===== config.mk =====
export PLATFORM = sky130hd
export DESIGN_NAME = register_file
export DESIGN_NICKNAME = d
export VERILOG_FILES = /design/src/rtl/regfile_pkg.sv /design/src/rtl/regfile_dump_ctrl.sv /design/src/rtl/register_file.sv
export SDC_FILE = /design/constraint.sdc
export NUM_CORES = 2
export LEC_CHECK = 0
export CAP_MARGIN = 20
export CORE_MARGIN = 1.5
export CORE_UTILIZATION = 50
export CTS_BUF_LIST = sky130_fd_sc_hd__clkbuf_8
export DETAILED_ROUTE_END_ITERATION = 7
export GPL_TIMING_DRIVEN = 0
export PLACE_DENSITY = 0.65
export SYNTH_ARGS = -nofsm -noshare
export SYNTH_HDL_FRONTEND = slang
export SYNTH_SLANG_ARGS = --single-unit

===== constraint.sdc =====
create_clock -name clk -period 8.8 [get_ports clk]
set_clock_uncertainty 0.1 [all_clocks]
set_input_delay 1.76 -clock clk [delete_from_list [all_inputs] [get_ports clk]]
set_output_delay 1.76 -clock clk [all_outputs]
set_load 0.02 [all_outputs]

===== src/rtl/regfile_pkg.sv =====
// Shared definitions for the register file and its debug dump controller.
// Default geometry is 32 registers of 32 bits each. The dump state
// machine has two states and uses a one-bit encoding.
package regfile_pkg;

    localparam int NBITS = 32;
    localparam int RBITS = 5;
    localparam int NREGS = 32;

    typedef enum logic {
        IDLE = 1'b0,
        SEND = 1'b1
    } dump_state_t;

endpackage


===== src/rtl/regfile_dump_ctrl.sv =====
// Debug dump sequencer for the register file.
//
// The sequencer walks every register index exactly once, starting at 0,
// and offers one beat per index with a valid/ready handshake.
//
// Register contents are read through a peek port. peek_idx names the
// index that will be captured at the next clock edge, so dump_data always
// holds the stored value from before that edge. If a write to the same
// index lands on that edge, the captured beat keeps the old value.
module regfile_dump_ctrl #(
    parameter int NBITS = regfile_pkg::NBITS,
    parameter int RBITS = regfile_pkg::RBITS
) (
    input  logic             clk,
    input  logic             rst_n,
    input  logic             dump_start,
    input  logic             dump_ready,
    input  logic [NBITS-1:0] peek_data,
    output logic [RBITS-1:0] peek_idx,
    output logic             dump_valid,
    output logic [RBITS-1:0] dump_idx,
    output logic [NBITS-1:0] dump_data,
    output logic             dump_busy
);
    import regfile_pkg::*;

    localparam logic [RBITS-1:0] LAST_IDX = {RBITS{1'b1}};

    dump_state_t      state, state_next;
    logic [RBITS-1:0] idx, idx_next;
    logic [NBITS-1:0] data, data_next;

    // State, beat index and captured beat data registers
    always_ff @(posedge clk or negedge rst_n) begin
        if (!rst_n) begin
            state <= IDLE;
            idx   <= '0;
            data  <= '0;
        end else begin
            state <= state_next;
            idx   <= idx_next;
            data  <= data_next;
        end
    end

    // Next-state logic. A transfer happens on every SEND cycle with
    // dump_ready high, because dump_valid is high for the whole SEND state.
    always_comb begin
        state_next = state;
        idx_next   = idx;
        data_next  = data;
        peek_idx   = idx + RBITS'(1);
        case (state)
            IDLE: begin
                peek_idx = '0;
                if (dump_start) begin
                    state_next = SEND;
                    idx_next   = '0;
                    data_next  = peek_data;
                end
            end
            SEND: begin
                if (dump_ready) begin
                    if (idx == LAST_IDX) begin
                        state_next = IDLE;
                        idx_next   = '0;
                        data_next  = '0;
                    end else begin
                        idx_next  = idx + RBITS'(1);
                        data_next = peek_data;
                    end
                end
            end
            default: begin
                state_next = IDLE;
                idx_next   = '0;
                data_next  = '0;
            end
        endcase
    end

    assign dump_valid = (state == SEND);
    assign dump_busy  = (state == SEND);
    assign dump_idx   = idx;
    assign dump_data  = data;

endmodule


===== src/rtl/register_file.sv =====
// Two-read, one-write register file. Index 0 is hard-wired to zero.
// Reads are combinational. Writes happen on the rising edge of clk.
// A debug dump port streams every register out through regfile_dump_ctrl.
//
// Optional feature, enabled by defining REGFILE_BYPASS_EN:
//   A write in progress is forwarded straight to any read port that
//   addresses the same nonzero index in the same cycle.
module register_file #(
    parameter int NBITS = regfile_pkg::NBITS,
    parameter int RBITS = regfile_pkg::RBITS
) (
    input  logic             clk,
    input  logic             rst_n,
    input  logic [RBITS-1:0] reg_rs,
    input  logic [RBITS-1:0] reg_rt,
    output logic [NBITS-1:0] data_rs,
    output logic [NBITS-1:0] data_rt,
    input  logic             wr_en,
    input  logic [RBITS-1:0] wr_reg,
    input  logic [NBITS-1:0] wr_data,
    input  logic             dump_start,
    input  logic             dump_ready,
    output logic             dump_valid,
    output logic [RBITS-1:0] dump_idx,
    output logic [NBITS-1:0] dump_data,
    output logic             dump_busy
);
    import regfile_pkg::*;

    localparam int DEPTH = 1 << RBITS;

    logic [NBITS-1:0] regs [DEPTH];
    logic [NBITS-1:0] stored_rs;
    logic [NBITS-1:0] stored_rt;
    logic [RBITS-1:0] peek_idx;
    logic [NBITS-1:0] peek_data;
    logic             wr_live;

    assign wr_live = wr_en && (wr_reg != '0);

    // Storage array. Index 0 is never written, so it always holds zero.
    always_ff @(posedge clk or negedge rst_n) begin
        if (!rst_n) begin
            for (int i = 0; i < DEPTH; i++) begin
                regs[i] <= '0;
            end
        end else if (wr_live) begin
            regs[wr_reg] <= wr_data;
        end
    end

    // Stored-value lookup for both read ports, with index 0 forced to zero
    always_comb begin
        stored_rs = (reg_rs == '0) ? '0 : regs[reg_rs];
        stored_rt = (reg_rt == '0) ? '0 : regs[reg_rt];
    end

`ifdef REGFILE_BYPASS_EN
    // Forward the in-flight write to any port that addresses the same index
    always_comb begin
        data_rs = (wr_live && (wr_reg == reg_rs)) ? wr_data : stored_rs;
        data_rt = (wr_live && (wr_reg == reg_rt)) ? wr_data : stored_rt;
    end
`else
    // Read ports return the stored value only
    always_comb begin
        data_rs = stored_rs;
        data_rt = stored_rt;
    end
`endif

    // The dump port always sees the stored value from before the edge
    always_comb begin
        peek_data = (peek_idx == '0) ? '0 : regs[peek_idx];
    end

    regfile_dump_ctrl #(
        .NBITS(NBITS),
        .RBITS(RBITS)
    ) u_dump_ctrl (
        .clk       (clk),
        .rst_n     (rst_n),
        .dump_start(dump_start),
        .dump_ready(dump_ready),
        .peek_data (peek_data),
        .peek_idx  (peek_idx),
        .dump_valid(dump_valid),
        .dump_idx  (dump_idx),
        .dump_data (dump_data),
        .dump_busy (dump_busy)
    );

endmodule

======== After elaboration in Yosys (flattened, before gate mapping) ========
Cells that the tools add are included.
cells by class
  $add $sub $neg .......................... 1
  $lt $le $gt $ge ......................... 5
  equality and inequality tests ........... 3
  mux-type cells .......................... 28
  bitwise operators ....................... 5
  reductions and logical operators ........ 7
operators by type and width
  cell                                                                   number
  1024-bit bitwise mux                                                   1
  32-bit binary-select mux with 5-bit select                             3
  32-bit two-way mux                                                     13
  32-bit demux with 5-bit select                                         1
  32-bit case mux with 2 select lines                                    1
  6-bit greater-or-equal comparator (second input constant)              4
  5-bit inverter with 6-bit output                                       4
  5-bit two-way mux                                                      4
  5-bit logical NOT                                                      3
  5-bit case mux with 2 select lines                                     1
  6-bit by 1-bit < comparator with 1-bit output (second input constant)  1
  5-bit by 1-bit adder with 5-bit output (second input constant)         1
  5-bit equality test (second input constant)                            1
  5-bit nonzero test                                                     1
  2-bit != test (second input constant)                                  2
  1-bit two-way mux                                                      3
  1-bit logical AND                                                      2
  1-bit case mux with 2 select lines                                     1
  2-bit AND reduction                                                    1
  1-bit inverter                                                         1
word-level totals
  register bits after elaboration ......... 1062
  output and inout port bits .............. 103
  word-level logic and storage cells ...... 84

======== Logic depth before layout (Yosys ltp) ========
  word-level depth ........................ 10
  gate-level depth with buffers ........... 10

======== Modules after synthesis ========
Synthesis repeated with hierarchy kept, for this count alone.
unflattened totals
  cell total of the unflattened synthesis .. 4511
  area, all modules ....................... 64304.2 sq um
modules (own cells, without submodules)
  module             times used  cells each  area an instance (sq um)
  register_file      1           4336        62676.4
  regfile_dump_ctrl  1           175         1627.8

======== Worst setup path after synthesis ========
No wires, ideal clock.
  path type ............................... input to output
  from .................................... input reg_rt[1]
  to ...................................... output data_rt[10]
  data arrival time ....................... 3.680 ns
  required time ........................... 6.940 ns
  path slack .............................. 3.260 ns
  cell stages on the path ................. 7
  cell sequence ........................... clkbuf_1 -> clkbuf_1 -> buf_1 -> mux4_2 -> mux4_2 -> nand2_1 -> o21ai_0
on the way
  cells in the longest elaborated chain, start to end .. 5
ends and longest elaborated chain
  what                                                    RTL line             source
  start, declared                                         register_file.sv:15  input logic [RBITS-1:0] reg_rt,
  5-bit inverter with 6-bit output (not written as such)  register_file.sv:55  stored_rt = (reg_rt == '0) ? '0 : regs[reg_rt];
  32-bit binary-select mux with 5-bit select              register_file.sv:55
  32-bit two-way mux (not written as such) (2 in a row)   register_file.sv:55
  32-bit two-way mux *                                    register_file.sv:55
  end, declared                                           register_file.sv:17  output logic [NBITS-1:0] data_rt,
Mark *: on every way between the ends. The rest lies on a longest branch, timed or not. The select of a mux whose other input is x is not followed.

======== Worst setup path in the final report ========
  from .................................... input reg_rs[1]
  to ...................................... output data_rs[18]
on the way
  cells in the longest elaborated chain, start to end .. 5
ends and longest elaborated chain
  what                                                    RTL line             source
  start, declared                                         register_file.sv:14  input logic [RBITS-1:0] reg_rs,
  5-bit inverter with 6-bit output (not written as such)  register_file.sv:54  stored_rs = (reg_rs == '0) ? '0 : regs[reg_rs];
  32-bit binary-select mux with 5-bit select              register_file.sv:54
  32-bit two-way mux (not written as such) (2 in a row)   register_file.sv:54
  32-bit two-way mux *                                    register_file.sv:54
  end, declared                                           register_file.sv:16  output logic [NBITS-1:0] data_rs,
Marked as above.

==> impl_metrics.env <==
export IMPL_synth_net_count=4896
export IMPL_cts_made_buffers=190
export IMPL_finalSetupViolCount=0
export IMPL_io_buffers=146
export IMPL_worstHoldPathType="reg2reg"
export IMPL_period_share_pct=89.7
export IMPL_crit_type="in2out"
export IMPL_fmax_ghz=0.127
export IMPL_start_util_pct=50.5
export IMPL_chipWidth_um=362
export IMPL_vias=52100
export IMPL_place_ws_ns=0.891
export IMPL_synth_edf_count=0
export IMPL_cts_hold_buffers_added=0
export IMPL_crit_path_max_fanout=10
export IMPL_place_detailed_hpwl_um=200000
export IMPL_worstPathRequired_ns=6.94
export IMPL_synth_top_family_by_area="multiplexers"
export IMPL_crit_path_start_kind="input pin"
export IMPL_remaining_drc_errors=2
export IMPL_rows=131
export IMPL_synthSimpleGateAreaFrac_pct=6.16
export IMPL_final_cell_mix="dfrtp_1 (1,062), mux2_2 (986), mux4_2 (704)"
export IMPL_drive_gt1_share_pct=40.9
export IMPL_ys_seq_area_share_pct=41.2
export IMPL_cp_arrival_ns=6.03
export IMPL_place_inst=6681
export IMPL_grt_pass1_wl_um=385000
export IMPL_cts_root_buf="clkbuf_8"
export IMPL_num_io_pins=155
export IMPL_status="finished, violations left"
export IMPL_track_usage_pct=42.3
export IMPL_synth_mux_area_fraction_pct=43.0
export IMPL_yosys_area_share_xor_xnor_pct=0.0272
export IMPL_htree_levels=4
export IMPL_overflow=0
export IMPL_timing_setup_tns_ns=0
export IMPL_routed_via_density=7.38
export IMPL_clk_pin_slew_ns=0.06
export IMPL_violations="design-rule violations"
export IMPL_ys_ff_latch=1062
export IMPL_drt_iter0_drc=8618
export IMPL_place_congestion=1.03
export IMPL_irDropWorstVdd_uv=187
export IMPL_drt_pass1_iter_count=8
export IMPL_p_leak_uw=0.0301
export IMPL_final_common_cell="dfrtp_1"
export IMPL_synth_compound_gate_area_share_pct=5.54
export IMPL_cts_sinks=1062
export IMPL_clockBufferDepth=3
export IMPL_slew_viol_final=0
export IMPL_netlist_instances=4842
export IMPL_cts_tree="built"
export IMPL_postLayoutSetupSlackWorst_ns=0.907
export IMPL_dieArea_um2=131000
export IMPL_core_um2=128000
export IMPL_routed_wl_um=278000
export IMPL_async_flop_share_pct=100
export IMPL_cts_resized_gates=0
export IMPL_slew_headroom_pct=13.2
export IMPL_antenna_found_initial=18
export IMPL_synth_ff_type="dfrtp_1"
export IMPL_worst_pin_slew_ns=1.30
export IMPL_netlist_area_um2=64500
export IMPL_hold_violations=0
export IMPL_instances_no_fill=7057
export IMPL_synthAdderAreaFrac_pct=0.0388
export IMPL_rsz0062_at_grt="false"
export IMPL_syn2layout_area_growth_pct=13.0
export IMPL_post_drt_wl_per_cell_um=39.5
export IMPL_post_cts_buffers=0
export IMPL_first_global_vias=50600
export IMPL_clk_latency_ns=1.00
export IMPL_ant_nets=0
export IMPL_grt_max_degree=171
export IMPL_syn_avg_cell_area_um2=13.3
export IMPL_yosysUniqueCellTypes=44
export IMPL_power_density_nw_per_um2=270
export IMPL_final_util_pct=57.0
export IMPL_end_kind="output port"
export IMPL_dieHeight_um=362
export IMPL_cap_viol_max_count=0
export IMPL_finalCriticalPeriod_ns=7.89
export IMPL_nNetsFinal=5289
export IMPL_yosysWarningCount=0
## area by class of cell
type / count / area (µm²)
Fill cell: 10500 / 55000
Multi-Input combinational cell: 3141 / 35300
Sequential cell: 1062 / 26600
Clock buffer: 247 / 3400
Buffer: 570 / 2370
Timing Repair Buffer: 201 / 2350
Tap cell: 1662 / 2080
Clock inverter: 83 / 463
Inverter: 69 / 259
Antenna cell: 22 / 55.1
## layer usage
layer	track usage, %	wire length (µm)
met5	1.63	425
met3	20.4	44800
met1	53.5	98300
met2	58.6	117000
met4	25.1	18100
## worst paths after layout
check	start	endpoint	slack (ns)	depth (start not counted)
hold / removal	regs[994]	regs[994]	0.41	1
setup reg to reg	u_dump_ctrl.dump_idx[1]	u_dump_ctrl.dump_data[2]	4.07	9
max in group asynchronous	rst_n	regs[737]	5.95	3
hold reg to reg	regs[994]	regs[994]	0.41	1
setup / recovery	reg_rs[1]	data_rs[18]	0.91	8
min in group asynchronous	rst_n	regs[441]	0.54	1
## logic make-up after synthesis
| family | Yosys count |
|---|---|
| and+or+nand+nor | 883 |
| AOI/OAI and AO/OA | 491 |
| adders and majority gates | 2 |
| buffers and inverters | 639 |
| muxes | 1763 |
| xor gates and xnor gates | 2 |
| DFF | 1062 |
## where the power goes
part           internal (µW)  leakage [µW]  switching [µW]
combinational           3280        0.0143            4610
sequential              5860        0.0136            1050
clock                   2560       0.00219            2300
total                  11700        0.0301            7960
## sequential cells by signal, indices dropped and copies added (netlist names)
signal,flops
u_dump_ctrl.dump_data,32
u_dump_ctrl.dump_idx,5
regs,1024
u_dump_ctrl.dump_busy,1
## worst max-delay path: stages
cell and delay (ns):
clkbuf_1 0.27, clkbuf_1 0.84, clkbuf_1 0.77, mux4_2 0.41
mux4_2 0.23, inv_1 0.04, o21ai_0 0.90, clkdlybuf4s50_1 0.79
## cell usage after synthesis (all sizes together), types with 2 or more instances
| cell | instances | share of area (%) |
|---|---|---|
| a311o | 2 | 0.031 |
| a211oi | 125 | 1.5 |
| nand2 | 564 | 3.3 |
| and3 | 5 | 0.056 |
| a21oi | 33 | 0.26 |
| nand3 | 75 | 0.58 |
| nor2 | 21 | 0.12 |
| nand2b | 6 | 0.058 |
| nor2b | 167 | 1.6 |
| o31ai | 2 | 0.023 |
| nor3 | 3 | 0.023 |
| inv | 69 | 0.40 |
| a211o | 31 | 0.42 |
| a311oi | 155 | 2.1 |
| a22o | 3 | 0.041 |
| mux2 | 992 | 17 |
| a31oi | 34 | 0.33 |
| mux2i | 67 | 1.1 |
| mux4 | 704 | 25 |
| ha | 2 | 0.039 |
| o41ai | 2 | 0.027 |
| a2111o | 2 | 0.035 |
| nand3b | 3 | 0.035 |
| clkbuf | 321 | 1.9 |
| nand4 | 34 | 0.33 |
| o21ai | 99 | 0.77 |
| dfrtp | 1062 | 41 |
| buf | 249 | 1.8 |
## metrics by stage
step | area, µm² | total power [µW] | hold slack, ns
CTS | 72500 | 19100 | 0.404
finish | 72900 | 19700 | 0.408
detailed placement | 68600 | 14400 | 0.387
global placement | 68000 | 14100 | 0.379
global route | 72800 | 20000 | 0.421
floorplan | 64500 | 11100 | 0.362
Note: power is estimated with default switching activity, not from simulation.
